--- config.mk ---
export PLATFORM = sky130hd
export DESIGN_NAME = button_event_decoder
export DESIGN_NICKNAME = d
export VERILOG_FILES = /design/src/rtl/button_event_decoder.sv
export SDC_FILE = /design/constraint.sdc
export NUM_CORES = 1
export LEC_CHECK = 0
export ABC_AREA = 1
export BUFFER_PORTS_ARGS = -buffer_cell sky130_fd_sc_hd__buf_2
export CORE_ASPECT_RATIO = 0.75
export CORE_MARGIN = 8
export CORE_UTILIZATION = 28
export DETAILED_ROUTE_END_ITERATION = 10
export PLACE_DENSITY_LB_ADDON = 0.3
export SYNTH_ARGS = -nofsm -noshare
export SYNTH_HDL_FRONTEND = slang
export SYNTH_SLANG_ARGS = --single-unit
--- constraint.sdc ---
create_clock -name clk -period 3.3 [get_ports clk]
set_clock_uncertainty 0.1 [all_clocks]
set_input_delay 0.165 -clock clk [delete_from_list [all_inputs] [get_ports clk]]
set_output_delay 0.165 -clock clk [all_outputs]
set_load 0.01 [all_outputs]
--- src/rtl/button_event_decoder.sv ---
// Turns a debounced button level into one-clk press/release/short/long/repeat event pulses.
// Latency: events are registered one clk after the ena edge that detects them; no backpressure (pure pulse outputs).
// Optional: define BTN_AUTOREPEAT_EN to enable repeat_pulse while a long press is held.
module button_event_decoder #(
    parameter int LONG_CYCLES   = 1000,
    parameter int REPEAT_CYCLES = 250
) (
    input  logic clk,
    input  logic rst,
    input  logic ena,
    input  logic btn_in,
    output logic press_pulse,
    output logic release_pulse,
    output logic short_press,
    output logic long_press,
    output logic repeat_pulse,
    output logic held
);

    localparam int MAX_CYCLES = (LONG_CYCLES > REPEAT_CYCLES) ? LONG_CYCLES : REPEAT_CYCLES;
    localparam int CW         = $clog2(MAX_CYCLES) + 1;

    localparam logic [CW-1:0] LONG_LAST   = CW'(LONG_CYCLES - 1);
    localparam logic [CW-1:0] REPEAT_LAST = CW'(REPEAT_CYCLES - 1);

    typedef enum logic [1:0] {
        IDLE,
        PRESSED,
        LONG
    } state_t;

    state_t        state;
    logic [CW-1:0] cnt;

    always_ff @(posedge clk or negedge rst) begin
        if (!rst) begin
            state         <= IDLE;
            cnt           <= '0;
            press_pulse   <= 1'b0;
            release_pulse <= 1'b0;
            short_press   <= 1'b0;
            long_press    <= 1'b0;
            repeat_pulse  <= 1'b0;
            held          <= 1'b0;
        end else begin
            // Pulses last one clk regardless of how sparse ena is.
            press_pulse   <= 1'b0;
            release_pulse <= 1'b0;
            short_press   <= 1'b0;
            long_press    <= 1'b0;
            repeat_pulse  <= 1'b0;
            if (ena) begin
                case (state)
                    IDLE: begin
                        if (btn_in) begin
                            state       <= PRESSED;
                            cnt         <= '0;
                            press_pulse <= 1'b1;
                            held        <= 1'b1;
                        end
                    end
                    PRESSED: begin
                        if (!btn_in) begin
                            state         <= IDLE;
                            cnt           <= '0;
                            short_press   <= 1'b1;
                            release_pulse <= 1'b1;
                            held          <= 1'b0;
                        end else if (cnt == LONG_LAST) begin
                            state      <= LONG;
                            cnt        <= '0;
                            long_press <= 1'b1;
                        end else begin
                            cnt <= cnt + 1'b1;
                        end
                    end
                    LONG: begin
                        if (!btn_in) begin
                            state         <= IDLE;
                            cnt           <= '0;
                            release_pulse <= 1'b1;
                            held          <= 1'b0;
                        end
`ifdef BTN_AUTOREPEAT_EN
                        else if (cnt == REPEAT_LAST) begin
                            cnt          <= '0;
                            repeat_pulse <= 1'b1;
                        end else begin
                            cnt <= cnt + 1'b1;
                        end
`endif
                    end
                    default: begin
                        state <= IDLE;
                        cnt   <= '0;
                        held  <= 1'b0;
                    end
                endcase
            end
        end
    end

`ifndef BTN_AUTOREPEAT_EN
    // Without auto-repeat the limit is never consulted.
    logic unused_repeat_last;
    assign unused_repeat_last = ^REPEAT_LAST;
`endif

endmodule

==> Implementation_results.wiki <==
{| class="wikitable"
! Metric !! Value
|-
| Status || finished clean
|-
| GR Util All Layers || 7.79%
|-
| Mean area per synthesized cell || 7.59 sq um
|-
| HPWL after detailed placement || 1470 microns
|-
| Worst-skew pair later-pin latency || roughly 260 ps
|-
| Leading cell types by total area after synthesis || sky130_fd_sc_hd__dfrtp_1 46%, sky130_fd_sc_hd__nand2_1 15%, sky130_fd_sc_hd__nor2_1 6.9%
|-
| Y dimension of the die || 67.2 microns
|-
| Overall overflow remaining after global route || 0
|-
| Flip-flop and latch count after synthesis || 18
|-
| Number of antenna violations at the first check in global routing || 0
|-
| Number of remaining DRC errors || 0
|-
| Post-CTS setup-driven buffer insertion count || 0
|-
| Net total in the final layout || 150
|-
| Total of endpoints with negative setup slack in the final report || 0
|-
| Total core area || ~3300 sq um
|-
| Areal power density over the cells || between 500 and 600 nW/um^2
|-
| Final cell area excluding filler cells || 1120 sq um
|-
| Remaining antenna violation count || 0
|-
| Fraction of layout instances using a drive strength above 1 || ~15%
|-
| Die Wd || between 80 and 90 microns
|-
| Final total negative setup slack || 0 ps
|-
| Drt first-iter violations || between 40 and 50
|-
| Arrival time reported for the critical path endpoint || about 1800 ps
|-
| Cell Area, Synth || a little under 1000 sq um
|-
| CP Class || reg2reg
|-
| Number of inserted filler cells in the final layout || approximately 340
|-
| Setup repair after global routing missed its margin || false
|-
| Final count of hold timing violations || 0
|-
| Maximum vdd ir drop || 0.281 mV
|-
| Data required time of the worst path || between 3000 and 4000 ps
|-
| Clock period minus final worst setup slack || between 1500 and 2000 ps
|-
| Element type at the critical path start || flip-flop
|-
| Pins over their slew limit || 0
|-
| Max Cap Viol || 0
|-
| Total nets after synthesis || roughly 140
|-
| Number of global-route vias before repair || between 700 and 800
|-
| Floorplan die area || roughly 5700 sq um
|-
| Via count || slightly below 800
|-
| TritonCTS clock tree || built
|-
| Placed instance area || 1050 sq um
|-
| Critical Path Sink Type || flip-flop
|-
| Number of sinks handled by clock tree synthesis || 18
|-
| Post-detailed-routing wire length || ~2000 microns
|-
| PostCTS Resize Cnt || 0
|-
| Clock-pin slew of the registers on the worst-case setup and hold paths || 70 ps
|-
| First-pass GRT wire length || roughly 3500 microns
|-
| Post-synth top area share || between 40% and 50%
|-
| H-tree level count || 1
|-
| Total CTS buffers || 3
|-
| Period Utilization, post-route || 53.0%
|-
| P&R area growth vs syn || 13.9%
|-
| Count of boundary I/O pins || 10
|-
| Diode count || 0
|-
| Min-delay worst type || in2reg
|-
| Highest attainable clock frequency || ~0.57 GHz
|-
| Maximum number of pins on one net before global-route repair || 19
|-
| Cell count after synthesis || 129
|-
| Final RePlAce weighted congestion || 0.840
|-
| Maximum net fanout on the critical path || 12
|-
| Minimum hold slack || around 66 ps
|-
| Cell variety after synth || 19
|-
| Vias per inst || about 4.4
|-
| Deepest clock path buffer count || 2
|-
| Sequential cell area fraction in the yosys report || 46.0%
|-
| Cell leakage power || between 0.5 and 0.6 nW
|-
| Number of detailed-routing iterations run before antenna repair || 4
|-
| Cell taking the most area after synthesis || sky130_fd_sc_hd__dfrtp_1
|-
| Starting density of the core || ~30%
|-
| Synthesis warning total || 0
|-
| Port-buffer cells || 8
|-
| Cell at the root of the clock tree || sky130_fd_sc_hd__clkbuf_8
|-
| Row count || 18
|-
| Average routed wire per standard cell || 11.1 microns
|-
| CTS Hold Bufs || 1
|}
[synth_stat cells]
cell / instances
sky130_fd_sc_hd__nand2_1: 39
sky130_fd_sc_hd__dfrtp_1: 18
sky130_fd_sc_hd__nor2_1: 18
sky130_fd_sc_hd__inv_1: 15
sky130_fd_sc_hd__nand3_1: 12
sky130_fd_sc_hd__ha_1: 5
sky130_fd_sc_hd__a21oi_1: 4
sky130_fd_sc_hd__inv_2: 3
sky130_fd_sc_hd__nor2_2: 3
sky130_fd_sc_hd__nand2_2: 2
sky130_fd_sc_hd__o21ai_1: 2
sky130_fd_sc_hd__buf_4: 1
sky130_fd_sc_hd__buf_6: 1
sky130_fd_sc_hd__conb_1: 1
sky130_fd_sc_hd__nand3_2: 1
sky130_fd_sc_hd__nand4_1: 1
sky130_fd_sc_hd__o21bai_1: 1
sky130_fd_sc_hd__o2bb2ai_1: 1
sky130_fd_sc_hd__xor2_1: 1
[report_power, final]
group / internal, mW / leakage, nW / switching (mW)
logic: 0.0585 / 0.303 / 0.115
registers: 0.250 / 0.246 / 0.0190
clock network: 0.106 / 0.0288 / 0.0756
[registers in the layout, indices dropped and copies added, names as in the netlist]
signal,flops
state,2
long_press,1
press_pulse,1
short_press,1
held,1
cnt,11
release_pulse,1
[final timing paths]
kind	from	end	slack [ps]	depth (start not counted)
max	state[0]$_DFFE_PN0P_	cnt[4]$_DFFE_PN0P_	1550	8
min	btn_in	short_press$_DFF_PN0_	70	2
max reg2reg	state[0]$_DFFE_PN0P_	cnt[4]$_DFFE_PN0P_	1550	8
min reg2reg	held$_DFFE_PN0P_	held$_DFFE_PN0P_	390	1
max in group asynchronous	rst	cnt[3]$_DFFE_PN0P_	2540	2
min in group asynchronous	rst	press_pulse$_DFF_PN0_	270	2
[cell families (layout without fill, tap and decap cells)]
logic type | count (synthesis) | count (layout) | share of synthesized area [%]
AO/OA/AOI/OAI | 8 | 8 | 4.73
XOR/XNOR | 1 | 1 | 0.894
other | 1 | 1 | 0.383
flip-flops | 18 | 18 | 46.0
buffers and inverters | 20 | 31 | 8.81
AND/OR/NAND/NOR | 76 | 76 | 32.8
adder cells (fa/ha/maj) | 5 | 5 | 6.39
[critical path: stages (launching register included)]
cell and delay [ps]:
sky130_fd_sc_hd__dfrtp_1 380, sky130_fd_sc_hd__inv_1 90, sky130_fd_sc_hd__ha_1 230, sky130_fd_sc_hd__nand2_2 90, sky130_fd_sc_hd__nand3_2 240, sky130_fd_sc_hd__inv_2 210, sky130_fd_sc_hd__nand2_2 130, sky130_fd_sc_hd__inv_2 110
sky130_fd_sc_hd__nor2_1 50
[metrics by stage]
step           setup slack (ps)  util [%]  power (mW)  instances
2_1_floorplan              1880         -       0.400        129
3_3_place_gp               1640      31.7       0.441        175
3_5_place_dp               1570      31.7       0.445        175
4_1_cts                    1550      33.7       0.631        180
5_1_grt                    1410      33.7       0.668        180
6_report                   1550      33.7       0.624        180
[routing by layer]
metal	GRT usage, %	share of wire (%)
met3	2.52	3.4
met2	11.7	43
met5	0	0
met1	9.79	52
met4	4.29	2.0
[layout by cell type (no fill, tap or decap), types with 2 or more instances in the layout]
| cell | netlist | routed |
|---|---|---|
| sky130_fd_sc_hd__nand3_1 | 12 | 12 |
| sky130_fd_sc_hd__nand2_2 | 2 | 2 |
| sky130_fd_sc_hd__nor2_1 | 18 | 18 |
| sky130_fd_sc_hd__inv_1 | 15 | 15 |
| sky130_fd_sc_hd__clkbuf_8 | 0 | 4 |
| sky130_fd_sc_hd__ha_1 | 5 | 5 |
| sky130_fd_sc_hd__o21ai_1 | 2 | 2 |
| sky130_fd_sc_hd__nand2_1 | 39 | 39 |
| sky130_fd_sc_hd__dfrtp_1 | 18 | 18 |
| sky130_fd_sc_hd__a21oi_1 | 4 | 4 |
| sky130_fd_sc_hd__inv_2 | 3 | 3 |
| sky130_fd_sc_hd__nor2_2 | 3 | 3 |
| sky130_fd_sc_hd__buf_2 | 0 | 8 |
[layout make-up]
type	count	area, sq um	area share (%)
sequential	18	450	40.4
multi-input combinational	91	443	39.7
inverter	18	67.6	6.05
clock buffer	4	55.1	4.93
timing repair buffer	9	50.0	4.48
tap	40	50.0	4.48
No activity file was read; power rests on OpenSTA's default activity.
